$ cat src/rtl/pong_video_pkg.sv
// Shared timing defaults, playfield geometry and colour codes for the pong video path.
package pong_video_pkg;

  localparam int unsigned H_ACTIVE_DEF = 640;
  localparam int unsigned H_FP_DEF     = 16;
  localparam int unsigned H_SYNC_DEF   = 96;
  localparam int unsigned H_BP_DEF     = 48;
  localparam int unsigned V_ACTIVE_DEF = 480;
  localparam int unsigned V_FP_DEF     = 10;
  localparam int unsigned V_SYNC_DEF   = 2;
  localparam int unsigned V_BP_DEF     = 33;

  localparam int unsigned PADDLE_W_DEF = 8;
  localparam int unsigned PADDLE_H_DEF = 64;
  localparam int unsigned BALL_SZ_DEF  = 8;

  // Paddles sit PADDLE_MARGIN in from each edge; the net is NET_W wide and centred.
  localparam int unsigned LEFT_PADDLE_X = 16;
  localparam int unsigned PADDLE_MARGIN = 16;
  localparam int unsigned NET_W         = 4;

  typedef enum logic [3:0] {
    PIX_BLACK = 4'd0,
    PIX_WHITE = 4'd1
  } pix_sel_e;

  // 616 at 640 visible pixels with 8-pixel paddles.
  function automatic int unsigned right_paddle_x(input int unsigned h_active,
                                                 input int unsigned paddle_w);
    return h_active - PADDLE_MARGIN - paddle_w;
  endfunction

  // 318 at 640 visible pixels, net spans 318..321.
  function automatic int unsigned net_x_lo(input int unsigned h_active);
    return h_active / 2 - NET_W / 2;
  endfunction

  // 11-bit span test so objects hanging off the far edge never wrap back to 0.
  function automatic logic in_span(input logic [10:0] pos, input logic [10:0] start,
                                   input logic [10:0] size);
    return (pos >= start) && (pos < start + size);
  endfunction

endpackage

$ cat src/rtl/pong_video_timing.sv
// Pixel/line counters plus sync and data-enable generation, registered one clk after the counters.
module pong_video_timing
  import pong_video_pkg::*;
#(
  parameter int unsigned H_ACTIVE = H_ACTIVE_DEF,
  parameter int unsigned H_FP     = H_FP_DEF,
  parameter int unsigned H_SYNC   = H_SYNC_DEF,
  parameter int unsigned H_BP     = H_BP_DEF,
  parameter int unsigned V_ACTIVE = V_ACTIVE_DEF,
  parameter int unsigned V_FP     = V_FP_DEF,
  parameter int unsigned V_SYNC   = V_SYNC_DEF,
  parameter int unsigned V_BP     = V_BP_DEF
) (
  input  logic       clk,
  input  logic       rst,
  input  logic       pixel_en,
  output logic [9:0] hcount,
  output logic [9:0] vcount,
  output logic       visible,
  output logic       shadow_load,
  output logic       hsync,
  output logic       vsync,
  output logic       de,
  output logic       frame_start
);

  localparam int unsigned H_TOTAL = H_ACTIVE + H_FP + H_SYNC + H_BP;
  localparam int unsigned V_TOTAL = V_ACTIVE + V_FP + V_SYNC + V_BP;

  localparam logic [9:0] H_LAST   = 10'(H_TOTAL - 1);
  localparam logic [9:0] V_LAST   = 10'(V_TOTAL - 1);
  localparam logic [9:0] H_VIS    = 10'(H_ACTIVE);
  localparam logic [9:0] V_VIS    = 10'(V_ACTIVE);
  localparam logic [9:0] V_VLAST  = 10'(V_ACTIVE - 1);
  localparam logic [9:0] HS_FIRST = 10'(H_ACTIVE + H_FP);
  localparam logic [9:0] HS_LAST  = 10'(H_ACTIVE + H_FP + H_SYNC - 1);
  localparam logic [9:0] VS_FIRST = 10'(V_ACTIVE + V_FP);
  localparam logic [9:0] VS_LAST  = 10'(V_ACTIVE + V_FP + V_SYNC - 1);

  logic [9:0] hcount_q, hcount_d;
  logic [9:0] vcount_q, vcount_d;
  logic       line_end, frame_end;

  assign hcount      = hcount_q;
  assign vcount      = vcount_q;
  assign line_end    = (hcount_q == H_LAST);
  assign frame_end   = line_end && (vcount_q == V_LAST);
  assign visible     = (hcount_q < H_VIS) && (vcount_q < V_VIS);
  // Last visible pixel to first blanking line: the next frame's positions are latched here.
  assign shadow_load = pixel_en && line_end && (vcount_q == V_VLAST);

  always_comb begin
    hcount_d = hcount_q;
    vcount_d = vcount_q;
    if (pixel_en) begin
      if (line_end) begin
        hcount_d = '0;
        vcount_d = (vcount_q == V_LAST) ? '0 : vcount_q + 10'd1;
      end else begin
        hcount_d = hcount_q + 10'd1;
      end
    end
  end

  always_ff @(posedge clk or posedge rst) begin
    if (rst) begin
      hcount_q    <= '0;
      vcount_q    <= '0;
      hsync       <= 1'b1;
      vsync       <= 1'b1;
      de          <= 1'b0;
      frame_start <= 1'b0;
    end else begin
      hcount_q    <= hcount_d;
      vcount_q    <= vcount_d;
      hsync       <= !((hcount_q >= HS_FIRST) && (hcount_q <= HS_LAST));
      vsync       <= !((vcount_q >= VS_FIRST) && (vcount_q <= VS_LAST));
      de          <= visible;
      frame_start <= pixel_en && frame_end;
    end
  end

endmodule

$ cat src/rtl/pong_pixel_select.sv
// Pong playfield renderer: per-pixel hit tests against frame-latched object positions.
module pong_pixel_select
  import pong_video_pkg::*;
#(
  parameter int unsigned H_ACTIVE = H_ACTIVE_DEF,
  parameter int unsigned H_FP     = H_FP_DEF,
  parameter int unsigned H_SYNC   = H_SYNC_DEF,
  parameter int unsigned H_BP     = H_BP_DEF,
  parameter int unsigned V_ACTIVE = V_ACTIVE_DEF,
  parameter int unsigned V_FP     = V_FP_DEF,
  parameter int unsigned V_SYNC   = V_SYNC_DEF,
  parameter int unsigned V_BP     = V_BP_DEF,
  parameter int unsigned PADDLE_W = PADDLE_W_DEF,
  parameter int unsigned PADDLE_H = PADDLE_H_DEF,
  parameter int unsigned BALL_SZ  = BALL_SZ_DEF
) (
  input  logic       clk_100MHz,
  input  logic       Reset,
  input  logic       PixelEn,
  input  logic [9:0] LeftPaddleY,
  input  logic [9:0] RightPaddleY,
  input  logic [9:0] BallX,
  input  logic [9:0] BallY,
  output logic [3:0] PixelSel,
  output logic       HSync,
  output logic       VSync,
  output logic       DataEnable,
  output logic       FrameStart
);

  localparam logic [10:0] LPX  = 11'(LEFT_PADDLE_X);
  localparam logic [10:0] RPX  = 11'(right_paddle_x(H_ACTIVE, PADDLE_W));
  localparam logic [10:0] NETX = 11'(net_x_lo(H_ACTIVE));
  localparam logic [10:0] PW   = 11'(PADDLE_W);
  localparam logic [10:0] PH   = 11'(PADDLE_H);
  localparam logic [10:0] BS   = 11'(BALL_SZ);
  localparam logic [10:0] NW   = 11'(NET_W);

  logic [9:0]  hcount, vcount;
  logic        visible, shadow_load;
  logic        hsync_s1, vsync_s1, de_s1;
  logic [9:0]  lpy_q, rpy_q, bx_q, by_q;
  logic [10:0] x, y;
  logic        hit_left, hit_right, hit_ball, hit_net;
  pix_sel_e    pix_d;

  pong_video_timing #(
    .H_ACTIVE (H_ACTIVE),
    .H_FP     (H_FP),
    .H_SYNC   (H_SYNC),
    .H_BP     (H_BP),
    .V_ACTIVE (V_ACTIVE),
    .V_FP     (V_FP),
    .V_SYNC   (V_SYNC),
    .V_BP     (V_BP)
  ) u_timing (
    .clk         (clk_100MHz),
    .rst         (Reset),
    .pixel_en    (PixelEn),
    .hcount      (hcount),
    .vcount      (vcount),
    .visible     (visible),
    .shadow_load (shadow_load),
    .hsync       (hsync_s1),
    .vsync       (vsync_s1),
    .de          (de_s1),
    .frame_start (FrameStart)
  );

  assign x = {1'b0, hcount};
  assign y = {1'b0, vcount};

  always_comb begin
    hit_left  = in_span(x, LPX, PW) && in_span(y, {1'b0, lpy_q}, PH);
    hit_right = in_span(x, RPX, PW) && in_span(y, {1'b0, rpy_q}, PH);
    hit_ball  = in_span(x, {1'b0, bx_q}, BS) && in_span(y, {1'b0, by_q}, BS);
    // Dashed net: 16 lines on, 16 lines off.
    hit_net   = in_span(x, NETX, NW) && !vcount[4];
    pix_d     = PIX_BLACK;
    if (visible && (hit_left || hit_right || hit_ball || hit_net)) begin
      pix_d = PIX_WHITE;
    end
  end

  always_ff @(posedge clk_100MHz or posedge Reset) begin
    if (Reset) begin
      lpy_q      <= '0;
      rpy_q      <= '0;
      bx_q       <= '0;
      by_q       <= '0;
      PixelSel   <= PIX_BLACK;
      HSync      <= 1'b1;
      VSync      <= 1'b1;
      DataEnable <= 1'b0;
    end else begin
      if (shadow_load) begin
        lpy_q <= LeftPaddleY;
        rpy_q <= RightPaddleY;
        bx_q  <= BallX;
        by_q  <= BallY;
      end
      PixelSel   <= pix_d;
      // Extra stage lines the syncs up with the registered colour ROM output.
      HSync      <= hsync_s1;
      VSync      <= vsync_s1;
      DataEnable <= de_s1;
    end
  end

endmodule

$ cat config.mk
export PLATFORM = sky130hd
export DESIGN_NAME = pong_pixel_select
export DESIGN_NICKNAME = d
export VERILOG_FILES = /design/src/rtl/pong_video_pkg.sv /design/src/rtl/pong_video_timing.sv /design/src/rtl/pong_pixel_select.sv
export SDC_FILE = /design/constraint.sdc
export NUM_CORES = 1
export LEC_CHECK = 0
export ABC_AREA = 1
export CAP_MARGIN = 20
export CORE_UTILIZATION = 35
export DETAILED_ROUTE_END_ITERATION = 6
export GPL_TIMING_DRIVEN = 0
export PLACE_DENSITY = 0.58
export SYNTH_ARGS = -nofsm -noshare
export SYNTH_HDL_FRONTEND = slang
export SYNTH_SLANG_ARGS = --single-unit
$ cat constraint.sdc
create_clock -name clk_100MHz -period 2.9 [get_ports clk_100MHz]
set_input_delay 0.58 -clock clk_100MHz [delete_from_list [all_inputs] [get_ports clk_100MHz]]
set_output_delay 0.58 -clock clk_100MHz [all_outputs]
set_load 0.01 [all_outputs]
# After elaboration in Yosys (flattened, before gate mapping)
# Cells that the tools add are included.
[word_totals]
reg_bits = 71
latchBits = 0
ramBits = 0
romBits = 0
in_bits = 43
output_inout_bits = 8
elab_cells = 72
mem_count = 0
[op_classes]
n_addsub = 6
n_mul = 0
n_div = 0
magnitude_cmp = 20
n_eq_ne = 3
shift = 0
n_mux = 3
n_bitwise = 0
reduce_logical = 26
[ops]
columns = ["op", "n"]
rows = [
  ["$lt 10x11->1", 4],
  ["$ge 10x10->1", 4],
  ["$add 10x4->11 const B", 2],
  ["$add 10x7->11 const B", 2],
  ["$add 10x1->10 const B", 2],
  ["$eq 10x10->1 const B", 2],
  ["$ge 10x10->1 const B", 2],
  ["$ge 10x9->1 const B", 2],
  ["$lt 10x10->1 const B", 2],
  ["$lt 10x9->1 const B", 2],
  ["$mux 10", 2],
  ["$logic_and 1x1->1", 19],
  ["$eq 10x9->1 const B", 1],
  ["$ge 10x5->1 const B", 1],
  ["$le 10x10->1 const B", 1],
  ["$le 10x9->1 const B", 1],
  ["$lt 10x5->1 const B", 1],
  ["$logic_not 1->1", 3],
  ["$logic_or 1x1->1", 3],
  ["$reduce_and 2->1", 1],
  ["$mux 1", 1],
]

# Logic depth before layout (Yosys ltp)
[depth]
ltp_word = 9
ltp_mapped = 15
depth_no_buf = 15

# Hierarchy
# A second synthesis with hierarchy kept.
[unflattened]
hier_cells = 671
hier_area_um2 = 5071.1
[by_module_without_submodules]
columns = ["mod", "instances", "cells_per_inst", "area_per_inst_um2", "seq_area_each_um2"]
rows = [
  ["pong_pixel_select", 1, 493, 3669.8, 1103.6],
  ["pong_video_timing", 1, 178, 1401.3, 603.1],
]

# Least setup slack after synthesis
# OpenSTA, ideal clock, no wires.
[synth_path]
path_kind = "reg-to-reg"
start = "register by_q[3]"
end = "register PixelSel[0]"
setup_time_ns = 0.115
arrival_ns = 1.712
required_time_ns = 2.785
path_slack_ns = 1.073
stages_incl_launch_ff = 16
period_less_slack_ns = 1.827
cell_sequence = "dfrtp_1 > ha_1 > nand2_1 > nor2_1 > nand3_1 > xor2_1 > ha_1 > nand2_1 > nor2_1 > nand2_1 > nand2_1 > inv_1 > nand2_1 > nor2_1 > nor2_1 > nor2_1"
[synth_between]
elab_chain_len = 8
word_cells_on_any_way = 9
[synth_lines]
columns = ["element", "line", "text"]
rows = [
  ["start: declaration", "pong_pixel_select.sv:42", "logic [9:0] lpy_q, rpy_q, bx_q, by_q;"],
  ["start signal: assignment", "pong_pixel_select.sv:100", "by_q <= BallY;"],
  ["$add 10x4->11", "pong_video_pkg.sv:41", "return (pos >= start) && (pos < start + size);"],
  ["$lt 10x11->1", "pong_video_pkg.sv:41", ""],
  ["$logic_and 1x1->1 (*)", "pong_video_pkg.sv:41", ""],
  ["$logic_and 1x1->1 (*)", "pong_pixel_select.sv:76", "hit_ball = in_span(x, {1'b0, bx_q}, BS) && in_span(y, {1'b0, by_q}, BS);"],
  ["$logic_or 1x1->1 (*) (2 in series)", "pong_pixel_select.sv:80", "if (visible && (hit_left || hit_right || hit_ball || hit_net)) begin"],
  ["$logic_and 1x1->1 (*)", "pong_pixel_select.sv:80", ""],
  ["$mux 1 (*)", "pong_pixel_select.sv:80", ""],
  ["named net pix_d[0]", "pong_pixel_select.sv:45", "pix_sel_e pix_d;"],
  ["end signal: assignment", "pong_pixel_select.sv:102", "PixelSel <= pix_d;"],
  ["end: declaration", "pong_pixel_select.sv:24", "output logic [3:0] PixelSel,"],
]
# Mark *: on every way through the listed nets, which the timed path passes. The rest lies on a longest branch.
# A chain may end at the register's enable or synchronous reset.

# Worst setup path in the final report
[layout_path]
start = "register u_timing.vcount_q[1], in the netlist u_timing.vcount[1]"
end = "register bx_q[5]"
[layout_between]
elab_chain_len = 2
[layout_lines]
columns = ["element", "line", "text"]
rows = [
  ["start: declaration", "pong_video_timing.sv:41", "logic [9:0] vcount_q, vcount_d;"],
  ["start signal: assignment", "pong_video_timing.sv:75", "vcount_q <= vcount_d;"],
  ["$eq 10x9->1", "pong_video_timing.sv:50", "assign shadow_load = pixel_en && line_end && (vcount_q == V_VLAST);"],
  ["$logic_and 1x1->1", "pong_video_timing.sv:50", ""],
  ["end signal: assignment", "pong_pixel_select.sv:99", "bx_q <= BallX;"],
  ["end: declaration", "pong_pixel_select.sv:42", ""],
]
# Every way passes these cells.

==> summary.md <==
| Metric | Value |
|---|---|
| Vias in the first global route | 4,501 |
| Post-CTS sizing | 0 |
| EDFF count, synth | 0 |
| Cells along the critical path | ha_1 > inv_1 > nor2_1 > inv_2 > nor4_4 > nand2_1 > buf_2 > nand2_1 > nand2_1 |
| CTS Hold Buffers Added | 0 |
| Initial antenna violation count | 0 |
| Num CTS Buffers | 9 |
| Average cell area after synthesis | 7.169 µm² |
| Starting density of the core | 36.52% |
| Fin nets | 891 |
| GRT overflow | 0 |
| Synth top area cells | dfrtp_1 (31%), ha_1 (17%), nand2_1 (16%), inv_1 (7.8%), nand3_1 (7.7%) |
| Clock slew at reported path FFs | 0.05 ns |
| Max clock buf depth | 2 |
| Skew-Pair Late Insertion Delay | 0.34 ns |
| Final-report hold violation count | 0 |
| Mapped Area | 5147 µm² |
| Leakage | 3.077 nW |
| First-pass DRT Iterations | 5 |
| Clock Skews | 0.006467 ns |
| Post-synth top area share | 31.11% |
| Slew headroom | 41.83% |
| Placed cell count | 947 |
| Worst Path Buf+Inv | 3 |
| Die Y | 123.3 µm |
| Worst setup EP type | register |
| Post-Layout Cell Count | 963 |
| Vias per std cell | 4.741 |
| Status | finished, final reports clean |
| DRC errors left | 0 |
| WS Path Type | register to register |
| Synth Warn # | 0 |
| FMAX | 457.3 MHz |
| Top delay family on crit path | simple AND/OR/NAND/NOR gates |
| M1 GR Usage | 23.11% |
| Critical Path Max Stage Delay | 0.48 ns |
| Setup bufs post-CTS | 0 |
| PD cells | 442.2 nW/µm² |
| Worst-Margin Slew | 0.8725 ns |
| ANT nets after route | 0 |
| Chip width | 123.3 µm |
| CP Data Arrival Time | 2.41 ns |
| Sink Count | 68 |
| CTS tree | yes |
| Met3 GRT Util | 3.552% |
| Site row count | 43 |
| Core ar. | 14,100 µm² |
| # setup viols final | 0 |
| Fin. max-slew vios | 0 |
| Ys flop type | dfrtp_1 |
| Synth unique cells | 24 |
| Ys async rst share | 100.0% |
| Post-Syn Instances | 718 |
| Yosys top cell by area | dfrtp_1 |
| HPWL after DPL | 9279 µm |
| Tcrit/Tclk final | 75.40% |
| IO Count | 51 |
| Fraction of layout cells with a size suffix above 1 | 5.236% |
| Most used cell along the critical path | nand2_1 |
| Most numerous cell in the Yosys netlist | nand2_1 |
| Tmin final | 2.187 ns |
| DR WL/cell | 12.59 µm |
| Routed WL | 12,130 µm |
| First-pass GRT wire length | 21,070 µm |
| Final hold slack | 0.3463 ns |
| CTS H-tree lvls | 3 |
| GRT Max-Usage Layer | met2 |
| Unrepaired setup endpoints after global routing | false |
| Pin count of the biggest net entering global routing | 69 |
| Register bit total from synthesis | 68 |
| CP max stage cell | dfrtp_1 |
| Startpoint Class | register |
| Peak supply drop | 0.0002376 V |
| Iter 0 DRT Violations | 132 |
| Routed via count | 4,566 |
| CP Max Fanout | 10 |
| CP required | 3.13 ns |
| Met2 track demand over resource | 29.96% |
| Number of buffers added on ports | 47 |
| Hold Crit Class | register to register |
| Seq/Total Area, Yosys | 33.16% |
| Filler Cells Inserted | 1,479 |
| Max Cap Violations | 0 |
| Tot GR Track Use | 18.15% |
| Routability cong. | 0.8118 |
| Die area | 15,200 µm² |
| # diodes | 0 |
| Synth top cells by count | nand2_1 (219), inv_1 (107), nand3_1 (79) |
| Syn-to-layout area delta | 20.25% |
| Root buf cell | clkbuf_16 |
[logic make-up (layout without fill, tap and decap cells)]
group / Yosys count / count (layout) / synth area share [%]
AO/OA/AOI/OAI: 47 / 47 / 4.764
buffers and inverters: 125 / 188 / 9.650
other: 1 / 3 / 0.07285
adder cells (fa/ha/maj): 70 / 70 / 17.02
flip-flops: 68 / 68 / 33.16
XOR/XNOR: 19 / 19 / 3.233
AND/OR/NAND/NOR: 388 / 388 / 32.11
[report_power, final]
part           total [W]  internal (W)  switching (W)
clock            0.00124      0.000820       0.000420
sequential       0.00108      0.000990      0.0000929
combinational   0.000415      0.000191       0.000224
[layer usage]
layer / vias up / routed length (µm)
li1: 2414 / -
met1: 2057 / 5863
met2: 78 / 5522
met3: 17 / 461
met4: 0 / 278
met5: - / 0
[path summary, 6_finish.rpt]
path | slack (ns) | endpoint | cells after the start | start
hold reg to reg | 0.35 | DataEnable | 0 | u_timing.de
setup reg to reg | 0.71 | bx_q[5] | 9 | u_timing.vcount[1]
setup / recovery | 0.71 | bx_q[5] | 9 | u_timing.vcount[1]
min in group asynchronous | 0.76 | rpy_q[0] | 2 | Reset
max in group asynchronous | 1.55 | bx_q[3] | 2 | Reset
hold / removal | 0.35 | DataEnable | 0 | u_timing.de
[area by class of cell]
type                            count  area, µm²  area share [%]
Multi-Input combinational cell    527       2952           47.69
Sequential cell                    68       1707           27.57
Timing Repair Buffer               47      470.5           7.601
Inverter                          109      411.6           6.650
Clock buffer                       12      266.5           4.306
Tap cell                          180      225.2           3.639
Buffer                             16      87.58           1.415
Clock inverter                      4      70.07           1.132
[through the flow]
| step | setup WS, ns | power [W] | setup TNS (ns) | cell area [µm²] | util [%] |
|---|---|---|---|---|---|
| 3_3_place_gp | -0.7356 | 0.001498 | -46.56 | 5851 | 41.51 |
| 5_1_grt | 0.5256 | 0.002892 | 0 | 6190 | 43.91 |
| 3_5_place_dp | 0.5785 | 0.001516 | 0 | 5853 | 41.52 |
| 6_report | 0.7134 | 0.002737 | 0 | 6190 | 43.91 |
| 4_1_cts | 0.6639 | 0.002771 | 0 | 6190 | 43.91 |
| 2_1_floorplan | 0.6151 | 0.001357 | 0 | 5155 | - |
[registers in the layout (all words and copies together) (netlist names)]
signal	count
u_timing.de	1
DataEnable	1
VSync	1
rpy_q	10
u_timing.vcount	10
lpy_q	10
HSync	1
u_timing.hsync	1
u_timing.hcount	10
bx_q	10
u_timing.frame_start	1
u_timing.vsync	1
by_q	10
PixelSel	1
[cell usage in the layout, fill, tap and decap left out, drive strengths merged, types with 2 or more instances in the layout]
cell	n
dfrtp	64
ha	70
clkinv	2
nor3	7
nand3b	5
o21ai	16
nor4	7
nand4	13
nand2	219
buf	16
clkdlybuf4s50	47
bufinv	2
a21o	3
conb	3
xor2	14
inv	109
nor2	56
nand3	79
a21oi	27
clkbuf	12
dfstp	4
xnor2	5
No activity file was read; power rests on OpenSTA's default activity.
